[src/rtl/j_acc_shifter_if.sv]
// j_acc_shifter_if: bundles the SRAM read port, the command/status pair and
// the serial stream of the accumulator shifter.
// master = the shifter itself, slave = its environment (SRAM, controller and
// the downstream deshifter).

interface j_acc_shifter_if #(
    parameter int ADDR_W = 18
);
    // SRAM read port
    logic              sram_en;
    logic [ADDR_W-1:0] sram_addr;
    logic [31:0]       sram_rdata;

    // Command / status
    logic              shift_start;
    logic              shift_idle;
    logic [ADDR_W-1:0] start_addr;
    logic [ADDR_W-1:0] img_size;

    // Serial stream towards the deshifter
    logic              serial_output;
    logic              serial_en;
    logic              serial_ready;

    modport master (
        output sram_en,
        output sram_addr,
        input  sram_rdata,
        input  shift_start,
        output shift_idle,
        input  start_addr,
        input  img_size,
        output serial_output,
        output serial_en,
        input  serial_ready
    );

    modport slave (
        input  sram_en,
        input  sram_addr,
        output sram_rdata,
        output shift_start,
        input  shift_idle,
        output start_addr,
        output img_size,
        input  serial_output,
        input  serial_en,
        output serial_ready
    );
endinterface

[src/rtl/j_acc_shifter.sv]
// j_acc_shifter: reads img_size+1 32-bit words from SRAM, starting at
// start_addr and stepping by 4, and serialises them one bit per accepted
// strobe. A one-word prefetch buffer refills the shift register on the same
// edge the last bit of a word leaves, so the stream has no gaps between words.
//
// Build option J_SHIFT_MSB_FIRST_EN: when defined, each word is sent MSB
// first (shift left, output bit 31). Default is LSB first (shift right,
// output bit 0), matching the deshifter's right-shift-in order.

module j_acc_shifter #(
    parameter int SRAM_DEPTH  = 256*256*4,
    parameter int SRAM_ADDR_W = $clog2(SRAM_DEPTH)
) (
    input  logic             clk,
    input  logic             reset,
    j_acc_shifter_if.master  bus
);

    typedef enum logic {
        S_IDLE,
        S_ACTIVE
    } state_t;

    state_t                 state;
    logic [SRAM_ADDR_W-1:0] img_size_q;
    logic [SRAM_ADDR_W:0]   issue_cnt;    // one extra bit so the last compare cannot wrap
    logic [SRAM_ADDR_W-1:0] sram_addr_q;
    logic                   rd_pend;

    logic [31:0]            buf_data;
    logic                   buf_valid;
    logic [31:0]            shift_reg;
    logic                   sh_valid;
    logic [4:0]             bit_cnt;

    logic                   issue;
    logic                   all_issued;
    logic                   xfer;
    logic                   word_end;
    logic                   last_xfer;
    logic [31:0]            shifted;
    logic                   ser_bit;

    // Reads are issued only into an empty, not-awaited prefetch slot.
    assign all_issued = issue_cnt > {1'b0, img_size_q};
    assign issue      = (state == S_ACTIVE) && !all_issued && !buf_valid && !rd_pend;

    assign xfer       = sh_valid & bus.serial_ready;
    assign word_end   = xfer && (bit_cnt == 5'd31);
    // Final word: everything issued and nothing left in flight or buffered.
    assign last_xfer  = word_end && all_issued && !buf_valid && !rd_pend;

`ifdef J_SHIFT_MSB_FIRST_EN
    assign shifted = {shift_reg[30:0], 1'b0};
    assign ser_bit = shift_reg[31];
`else
    assign shifted = {1'b0, shift_reg[31:1]};
    assign ser_bit = shift_reg[0];
`endif

    assign bus.sram_en       = issue;
    assign bus.sram_addr     = sram_addr_q;
    assign bus.shift_idle    = (state == S_IDLE);
    assign bus.serial_en     = xfer;
    assign bus.serial_output = ser_bit;

    // Command FSM and read issue: latch the command, walk the address, count reads.
    always_ff @(posedge clk) begin
        // NOTE: sequential state uses <= so every register samples pre-edge
        // values and the statement order inside the block does not matter.
        if (reset) begin
            state       <= S_IDLE;
            img_size_q  <= '0;
            issue_cnt   <= '0;
            sram_addr_q <= '0;
            rd_pend     <= 1'b0;
        end else begin
            // A read's data is always captured on the edge after it issued.
            rd_pend <= issue;
            case (state)
                S_IDLE: begin
                    if (bus.shift_start) begin
                        state       <= S_ACTIVE;
                        img_size_q  <= bus.img_size;
                        sram_addr_q <= bus.start_addr;
                        issue_cnt   <= '0;
                    end
                end
                S_ACTIVE: begin
                    if (issue) begin
                        issue_cnt   <= issue_cnt + 1'b1;
                        sram_addr_q <= sram_addr_q + SRAM_ADDR_W'(4);
                    end
                    if (last_xfer) begin
                        state <= S_IDLE;
                    end
                end
                default: state <= S_IDLE;
            endcase
        end
    end

    // Prefetch buffer and shift register: capture read data, load/reload, shift on transfer.
    always_ff @(posedge clk) begin
        // NOTE: buf_data and shift_reg are datapath registers but are reset as
        // well, so serial_output is a defined 0 straight out of reset.
        if (reset) begin
            buf_data  <= '0;
            buf_valid <= 1'b0;
            shift_reg <= '0;
            sh_valid  <= 1'b0;
            bit_cnt   <= '0;
        end else begin
            // rd_pend and buf_valid are never both set, so the capture below
            // cannot collide with a buffer consume.
            if (rd_pend) begin
                buf_data  <= bus.sram_rdata;
                buf_valid <= 1'b1;
            end

            if (xfer) begin
                bit_cnt <= bit_cnt + 1'b1;
                if (word_end && buf_valid) begin
                    // Seamless hand-over to the next word.
                    shift_reg <= buf_data;
                    buf_valid <= 1'b0;
                end else begin
                    shift_reg <= shifted;
                    if (word_end) begin
                        sh_valid <= 1'b0;
                    end
                end
            end else if (!sh_valid && buf_valid) begin
                shift_reg <= buf_data;
                sh_valid  <= 1'b1;
                buf_valid <= 1'b0;
            end
        end
    end

endmodule
[src/flat_wrapper.sv]
// flat-port wrapper written by rule: the top's interface ports become plain ports
module j_acc_shifter_flat 
#(
    parameter int SRAM_DEPTH  = 256*256*4,
    parameter int SRAM_ADDR_W = $clog2(SRAM_DEPTH)
)
  (clk, reset, bus_sram_en, bus_sram_addr, bus_sram_rdata, bus_shift_start, bus_shift_idle, bus_start_addr, bus_img_size, bus_serial_output, bus_serial_en, bus_serial_ready);
  j_acc_shifter_if bus_i ();
  input  logic clk;
  input  logic reset;
  output wire logic [$bits(bus_i.sram_en)-1:0] bus_sram_en;
  output wire logic [$bits(bus_i.sram_addr)-1:0] bus_sram_addr;
  input wire logic [$bits(bus_i.sram_rdata)-1:0] bus_sram_rdata;
  input wire logic [$bits(bus_i.shift_start)-1:0] bus_shift_start;
  output wire logic [$bits(bus_i.shift_idle)-1:0] bus_shift_idle;
  input wire logic [$bits(bus_i.start_addr)-1:0] bus_start_addr;
  input wire logic [$bits(bus_i.img_size)-1:0] bus_img_size;
  output wire logic [$bits(bus_i.serial_output)-1:0] bus_serial_output;
  output wire logic [$bits(bus_i.serial_en)-1:0] bus_serial_en;
  input wire logic [$bits(bus_i.serial_ready)-1:0] bus_serial_ready;
  assign bus_sram_en = bus_i.sram_en;
  assign bus_sram_addr = bus_i.sram_addr;
  assign bus_i.sram_rdata = bus_sram_rdata;
  assign bus_i.shift_start = bus_shift_start;
  assign bus_shift_idle = bus_i.shift_idle;
  assign bus_i.start_addr = bus_start_addr;
  assign bus_i.img_size = bus_img_size;
  assign bus_serial_output = bus_i.serial_output;
  assign bus_serial_en = bus_i.serial_en;
  assign bus_i.serial_ready = bus_serial_ready;
  j_acc_shifter #(.SRAM_DEPTH(SRAM_DEPTH), .SRAM_ADDR_W(SRAM_ADDR_W)) u_core (.clk(clk), .reset(reset), .bus(bus_i));
endmodule
[config.mk]
export PLATFORM = sky130hd
export DESIGN_NAME = j_acc_shifter_flat
export DESIGN_NICKNAME = d
export VERILOG_FILES = /design/src/rtl/j_acc_shifter_if.sv /design/src/rtl/j_acc_shifter.sv /design/src/flat_wrapper.sv
export SDC_FILE = /design/constraint.sdc
export NUM_CORES = 1
export LEC_CHECK = 0
export BUFFER_PORTS_ARGS = -buffer_cell sky130_fd_sc_hd__buf_2
export CAP_MARGIN = 20
export CELL_PAD_IN_SITES_DETAIL_PLACEMENT = 1
export CELL_PAD_IN_SITES_GLOBAL_PLACEMENT = 1
export CORE_MARGIN = 2
export CORE_UTILIZATION = 43
export CTS_BUF_LIST = sky130_fd_sc_hd__clkbuf_16
export DETAILED_ROUTE_END_ITERATION = 12
export PLACE_DENSITY_LB_ADDON = 0.1
export SLEW_MARGIN = 20
export SYNTH_ARGS = -nofsm -noshare
export SYNTH_HDL_FRONTEND = slang
export SYNTH_SLANG_ARGS = --single-unit
export TNS_END_PERCENT = 50
[constraint.sdc]
create_clock -name clk -period 2.7 [get_ports clk]
set_input_delay 0.27 -clock clk [delete_from_list [all_inputs] [get_ports clk]]
set_output_delay 0.27 -clock clk [all_outputs]
set_load 0.02 [all_outputs]
; Word level (Yosys, flattened, before mapping)
; Index checks and enable logic that the tools add are counted.
[totals]
output_inout_bits = 22
wordCells = 58
ff_bits = 128
[classes]
mux = 20
n_lt_le_gt_ge = 1
n_addsub = 3
n_eq_ne = 5
n_bitwise = 2
reduce_logical = 17
[ops]
columns = operator, n
row1 = $mux W32, 3
row2 = $mux W19, 2
row3 = $pmux W19 S2, 1
row4 = $mux W18, 2
row5 = $pmux W18 S2, 1
row6 = $add A19 B1 Y19 const B, 1
row7 = $gt A19 B18 Y1, 1
row8 = $add A18 B3 Y18 const B, 1
row9 = $mux W1, 10
row10 = $logic_and A1 B1 Y1, 9
row11 = $ne A2 B2 Y1 const B, 4
row12 = $add A5 B1 Y5 const B, 1
row13 = $eq A5 B5 Y1 const B, 1
row14 = $logic_not A1 Y1, 4
row15 = $reduce_and A2 Y1, 2
row16 = $reduce_and A3 Y1, 1
row17 = $pmux W1 S2, 1
row18 = $reduce_bool A2 Y1, 1
row19 = $and A1 B1 Y1, 1
row20 = $not A1 Y1, 1

; Depth between registers and ports, before layout
; Gate-level depths: netlist of run 1.
[depth]
ltp_word = 7
ltp_mapped = 11
mapped_depth_nobuf = 10

; Worst setup path after synthesis of run 1
; Ideal clock, no wire load.
[synth_path]
path_type = register -> register
from = register u_core.img_size_q[17]
to = register u_core.issue_cnt[11]
setup_slack_ns = 0.358
stages_incl_launch_ff = 9
path_buffers = 0
setup_time_ns = 0.091
t_arrival_ns = 2.251
cell_sequence = dfxtp_1 inv_1 ha_1 and4b_1 nand4_1 or3_4 a2111oi_4 a31oi_1 a311oi_1
[synth_between]
elab_chain_cells = 7
[synth_rtl]
columns = item, line
row1 = "start, declared", j_acc_shifter.sv:25  ; logic [SRAM_ADDR_W-1:0] img_size_q;
row2 = "start signal, assigned", j_acc_shifter.sv:84  ; img_size_q <= bus.img_size;
row3 = $gt A19 B18 Y1, j_acc_shifter.sv:45  ; assign all_issued = issue_cnt > {1'b0, img_size_q};
row4 = $logic_not A1 Y1, j_acc_shifter.sv:46  ; assign issue = (state == S_ACTIVE) && !all_issued && !buf_valid && !rd_pend;
row5 = $logic_and A1 B1 Y1 (3 in series), j_acc_shifter.sv:46
row6 = $ne A2 B2 Y1 (no line), --
row7 = $reduce_and A2 Y1 (no line), --
row8 = "end signal, assigned", j_acc_shifter.sv:91  ; issue_cnt <= issue_cnt + 1'b1;
row9 = "end, declared", j_acc_shifter.sv:26  ; logic [SRAM_ADDR_W:0] issue_cnt;
; No other way between the ends.
; A chain may end at the register's enable or synchronous reset.

; Worst setup path after layout of run 1
[layout_path]
from = register u_core.issue_cnt[17]
to = output bus_sram_en
[layout_between]
elab_chain_cells = 5
[layout_rtl]
columns = item, line
row1 = $gt A19 B18 Y1, j_acc_shifter.sv:45
row2 = $logic_not A1 Y1, j_acc_shifter.sv:46
row3 = $logic_and A1 B1 Y1 (3 in series), j_acc_shifter.sv:46
row4 = "end, declared", flat_wrapper.sv:11  ; output wire logic [$bits(bus_i.sram_en)-1:0] bus_sram_en;
; No other way between the ends.

==> results of run 1 <==
-- repair_timing --
action	4_1_cts	5_1_grt
setup buffers	3	4
pin swaps	4	5
cloned	1	0
gates resized for setup	6	7
setup endpoints to repair	3	19
-- cell usage after synthesis, drive strengths merged (2+ instances only) --
cell	n	area (um2)
a2111oi	2	37.54
a211oi	33	247.7
a21o	4	31.28
a21oi	61	305.3
a311oi	14	122.6
a31o	5	43.79
a31oi	6	37.54
a41oi	6	52.55
and2	2	12.51
and3	12	75.07
and4	3	28.78
buf	16	68.81
clkbuf	32	120.1
dfxtp	128	2562
ha	22	275.3
inv	24	90.09
mux2i	65	650.6
nand2	78	292.8
nand3	16	80.08
nand4	4	25.02
nor2	82	322.8
nor2b	3	18.77
nor3	14	75.07
o211a	2	20.02
o21ai	14	70.06
o221a	2	22.52
o32ai	9	78.83
or2	2	12.51
or3	3	23.77
xor2	2	17.52
-- cells by family after synthesis --
| family | count (synthesis) |
|---|---|
| AO/OA/AOI/OAI | 167 |
| XOR/XNOR | 3 |
| flip-flops | 128 |
| multiplexers | 66 |
| AND/OR/NAND/NOR | 224 |
| adder cells (fa/ha/maj) | 22 |
| buffers and inverters | 73 |
-- through the flow --
step	hold WS (ns)	cell area [um2]	power (uW)	std cells	TNS, ns
final	0.08609	7289	5101	962	0
after detailed placement	0.4428	6620	2917	921	-0.008650
after global routing	0.08313	7287	5343	961	-0.007869
after floorplan	0.4060	5963	2668	683	0
after CTS	0.07727	7233	5128	957	0
after global placement	0.4392	6620	2873	921	0
-- tightest hold or removal path: stages --
cell and delay (ns):
buf_2 0.09, nand2_1 0.04, a21oi_1 0.05
-- power breakdown --
part           leakage [uW]  internal (uW)  switching, uW
combinational       0.00173            319            467
clock              0.000281           1330            847
sequential          0.00104           2030            103
total               0.00305           3690           1420
-- layout make-up --
class	instances	share of cell area [%]
clock buffers	17	5.836
repair inverters	1	0.08582
multi-input cells	482	43.51
inverters	25	1.390
repair buffers	113	9.080
well taps	180	3.090
clock inverters	15	1.768
flip-flops and latches	128	35.20
diodes	1	0.03433
-- metal layers --
| layer | global-route usage, % | routed length [um] | up-vias |
|---|---|---|---|
| li1 | - | - | 2627 |
| met1 | 26.58 | 7040 | 2654 |
| met2 | 38.79 | 8190 | 95 |
| met3 | 5.103 | 538 | 29 |
| met4 | 9.914 | 359 | 0 |
| met5 | 0 | 0 | - |
-- path summary, 6_finish.rpt --
check	start	end	slack, ns	depth (start not counted)
min	bus_img_size[4]	u_core.img_size_q[4]$_SDFFE_PP0P_	0.09	3
max	u_core.issue_cnt[17]$_SDFFE_PP0P_	bus_sram_en	0.1	8
min reg2reg	u_core.shift_reg[31]$_SDFFE_PP0P_	u_core.shift_reg[31]$_SDFFE_PP0P_	0.45	2
max reg2reg	u_core.issue_cnt[17]$_SDFFE_PP0P_	u_core.issue_cnt[13]$_SDFFE_PP0P_	0.14	8
==> impl_results.md, run 1 <==
- Status: complete, no violations
- Commonest non-fill, non-tap cells in the layout: dfxtp_1 (125), buf_2 (91), nor2_1 (80), nand2_1 (77), mux2i_1 (65)
- Asr flop ratio synth: 0%
- Most used DFF post-synth: dfxtp_1
- DRC: 0
- Syn-to-layout area delta: 22.24%
- Post-synth EDFFs: 0
- DR iter-0 viols: approximately 280
- # setup viols final: 0
- Vias/cell: 5.619
- Clock Sinks: 128
- Sequential Area: 0.002566 mm2
- Place WS: -0.008650 ns
- Worst rel slew slack: a little under two fifths
- CP delay by family, top: simple AND/OR/NAND/NOR gates
- IO Port Bufs: 93
- H-tree levels: 4
- DIE WIDTH: 121.8 um
- Fmax: 384.1 MHz
- Synth Cell Area: 0.005963 mm2
- Drt wl/cell: 16.77 um
- Max-cap violations: 0
- Cell Chain, Critical Path: ha_1 > and4b_2 > nand4_1 > or3_4 > nor2_4 > nor2_4 > inv_8 > buf_4
- Cells after Synth: 683
- Compound-Gate Fraction of Synth Area: 19.22%
- Max Root-Sink Buffers: 2
- Via count of the first global-routing pass: 5429
- Leading cell type in the layout, fill and taps excluded: dfxtp_1
- Post-Synth Simple-Gate Area: between 10% and 20%
- Critical path peak fanout: 4
- Pwr dens: 699.8 mW/mm2
- Syn Nets: between 700 and 800
- Clock period minus worst slack: around 2.6 ns
- Main combinational cell family by area after synthesis: compound AO/OA/AOI/OAI gates
- WP data arrival: 2.33 ns
- Crit share post-route: between 90 and 100%
- Synth unique cells: 56
- Synth Area in XOR/XNOR: 0.4406%
- Tot GR Track Use: 22.45%
- Final net count: 862
- CTS tree: built
- Worst setup margin: about 0.097 ns
- Final Hold Viols: 0
- Worst-path clk slew: approximately 0.060 ns
- Leak: 0.003055 uW
- Final Skew: 0.008340 ns
- Layout cells sized above 1: 21.90%
- Buf+Inv Stages, Crit Path: 2
- Crit Path Class: register to output port
- Pre-antenna DRT Iters: 4
- Most frequent CP cell: nor2_4
- First-pass GRT wire length: between 20000 and 30000 um
- Via Count: 5405
- Worst-Margin Slew: 0.9322 ns
- Critical Path Source Type: register
- WP data required: 2.43 ns
- Footprint of the multi-input gates: 0.003172 mm2
- Final WL: 16130 um
- Nature of the critical path endpoint: output port
- Starting density of the core: 43.47%
- Cts hold-fix bufs: 0
- Detailed-placement wirelength estimate: ~10000 um
- Post-synthesis mux area share: 11.10%
- Seq/Total Area, Yosys: between 40 and 50%
- Worst vdd ir: about 0.00041 V
- Final slew viol count: 0
- Fillers: 1623
- Root Driver: clkbuf_16
- Worst-Skew Late Latency: about 0.42 ns
- Max stage delay cell, worst path: or3_4
- Number of buffers created by CTS: 17
- Core footprint: approximately 0.014 mm2
- Largest net degree at the start of global routing: 108
- Yosys warnings: 0
- Hold crit path type: primary input to register
- Final ANT Viol Nets: 0
- I/O pin count: 94
- Yosys reg bits: around 130
- Die area: 0.01483 mm2
- CP peak stage delay: approximately 0.44 ns
- Initial antenna violation count: 1
- Total congestion overflow: 0
- Synth Area per Inst: just under 9 um2
- Die Ht: 121.8 um
- Core Util, Final: 53.13%
- GPL Wtd Cong: ~0.85
- Row count: 43
- Adder-cell share of the synthesized area: 4.616%
(Power assumes the default switching activity.)
==> inputs of run 2 (changes only) <==
Settings changed: SETUP_SLACK_MARGIN set to 0.2.
==> run 2 against run 1 <==
- final area is 2.6% higher
- total power is 0.96% higher
- global-route usage is 0.21 points higher
- worst hold slack better by 0.0023 ns
- clock-buffer cell count stayed put
- sequential share of layout area is 0.69 points lower
- clock power hardly changed
- non-clock buffer count is 4 higher
- setup slack better by 0.033 ns
- register-to-register slack hardly changed
- maximum frequency is 1.3% higher
- critical endpoint unchanged
==> impl_results.md, run 2 (synthesized netlist as in run 1, its figures left out) <==
- Drt wl/cell: 17.41 um (+3.9%)
- Via Count: 5438 (+0.61%)
- Leading cell type in the layout, fill and taps excluded: dfxtp_1
- Status: complete, no violations
- Final slew viol count: 0 (unchanged)
- Final Skew: 0.007853 ns (-0.0004871 ns)
- Worst-path clk slew: 0.06 ns (about the same)
- Final ANT Viol Nets: 0 (unchanged)
- Tot GR Track Use: 22.66% (+0.21 points)
- Commonest non-fill, non-tap cells in the layout: dfxtp_1 (113), buf_2 (92), nor2_1 (80), nand2_1 (77), mux2i_1 (65)
- Final Hold Viols: 0 (unchanged)
- RSZ-0062 raised after global routing: yes
- Critical Path Source Type: register
- Crit Path Class: register to output port
- Worst-Skew Late Latency: 0.42 ns (about the same)
- Max Root-Sink Buffers: 2 (unchanged)
- Clock period minus worst slack: 2.571 ns (-0.03267 ns)
- Layout cells sized above 1: 25.86% (+4.0 points)
- Clock Sinks: 128 (unchanged)
- H-tree levels: 4 (unchanged)
- Die Ht: 121.8 um (unchanged)
- DIE WIDTH: 121.8 um (unchanged)
- Final net count: 866 (+0.46%)
- Row count: 43 (unchanged)
- WP data arrival: 2.30 ns (-0.03 ns)
- Core footprint: 0.01372 mm2 (unchanged)
- Place WS: -0.008650 ns (unchanged)
- CTS tree: built
- Syn-to-layout area delta: 25.43%
- I/O pin count: 94 (unchanged)
- First-pass GRT wire length: 26620 um (+0.94%)
- Starting density of the core: 43.47% (unchanged)
- Detailed-placement wirelength estimate: 10490 um (unchanged)
- # setup viols final: 0 (unchanged)
- DR iter-0 viols: 233 (-15%)
- Leak: 0.003108 uW (+1.7%)
- Nature of the critical path endpoint: output port
- Total congestion overflow: 0 (unchanged)
- Worst rel slew slack: 37.66% (+0.040 points)
- Final WL: 16820 um (+4.3%)
- IO Port Bufs: 93 (unchanged)
- Fmax: 389.0 MHz (+1.3%)
- Die area: 0.01483 mm2 (unchanged)
- Number of buffers created by CTS: 17 (unchanged)
- GPL Wtd Cong: 0.8520 (unchanged)
- Crit share post-route: 95.21% (-1.2 points)
- Via count of the first global-routing pass: 5472 (+0.79%)
- Tot Pwr: 5151 uW (+0.96%)
- Hold crit path type: primary input to register
- Initial antenna violation count: 1 (unchanged)
- DRC: 0 (unchanged)
- Vias/cell: 5.629 (+0.19%)
- Worst setup margin: 0.1293 ns (+0.03267 ns)
- Pwr dens: 688.6 mW/mm2 (-1.6%)
- WP data required: 2.43 ns (about the same)
- Largest net degree at the start of global routing: 108 (unchanged)
- Max-cap violations: 0 (unchanged)
- Critical path peak fanout: 4 (unchanged)
- Root Driver: clkbuf_16
- Worst vdd ir: 0.0004006 V (-3.1%)
- Worst-Margin Slew: 0.9316 ns (-0.0006025 ns)
- CP peak stage delay: 0.34 ns (-0.10 ns)
- Pre-antenna DRT Iters: 4 (unchanged)
- Max stage delay cell, worst path: dfxtp_2
- Cell Chain, Critical Path: inv_2 > ha_4 > and4b_1 > nand4_1 > o21bai_4 > and4_4 > nor2_4 > inv_8 > buf_6
## run 2: changes by cell type in the layout (fill, tap and decap cells not counted), sizes merged
| cell | previous run | this run |
|---|---|---|
| clkbuf | 17 | 18 |
| buf | 113 | 116 |
## run 2: stage by stage
stage,cells,TNS [ns],area [um2],util [%],hold WS [ns]
global route,965,0,7477,54.50,0.08294
finish,966,0,7480,54.52,0.08843
global placement,921,0,6620,48.25,0.4392
floorplan,683,0,5963,-,0.4060
detailed placement,921,-0.008650,6620,48.25,0.4428
CTS,959,0,7263,52.94,0.07727
## run 2: area by class of cell
class | count | area (um2)
antenna | 1 | 2.502
clock buffer | 17 | 425.4
clock inverter | 15 | 128.9
fill | 1613 | 6240
inverter | 25 | 101.3
multi-input combinational | 482 | 3282
sequential | 128 | 2581
tap | 180 | 225.2
timing repair buffer | 117 | 726.9
timing repair inverter | 1 | 6.256
## run 2: layer usage
layer / wire [um] / GRT usage [%] / up-vias
li1: - / - / 2639
met1: 7127 / 26.79 / 2637
met2: 8500 / 38.58 / 111
met3: 592 / 5.337 / 51
met4: 602 / 10.99 / 0
met5: 0 / 0 / -
## run 2: timing repair
item	in CTS	in global routing
gates cloned	1	2
endpoints found under the setup margin	18	34
pin swaps	6	19
hold buffers	0	0
hold endpoints to repair	0	0
resized for setup	9	38
buffers inserted	5	4
## run 2: worst paths after layout
kind,from,endpoint,slack (ns),cells after the start
max,u_core.img_size_q[17]$_SDFFE_PP0P_,bus_sram_en,0.13,9
min,bus_img_size[4],u_core.img_size_q[4]$_SDFFE_PP0P_,0.09,3
max reg2reg,u_core.img_size_q[17]$_SDFFE_PP0P_,u_core.issue_cnt[13]$_SDFFE_PP0P_,0.13,9
min reg2reg,u_core.shift_reg[31]$_SDFFE_PP0P_,u_core.shift_reg[31]$_SDFFE_PP0P_,0.45,2
## run 2: power breakdown
group	switching, uW	internal [uW]
clock network	842	1330
logic	487	350
registers	103	2040
## run 2: critical path: cells and delay by family (launching register included)
family,cells,cell delay [ns]
flip-flops,1,0.34
AND/OR/NAND/NOR,4,0.84
buffers and inverters,3,0.23
AO/OA/AOI/OAI,1,0.22
adder cells (fa/ha/maj),1,0.26
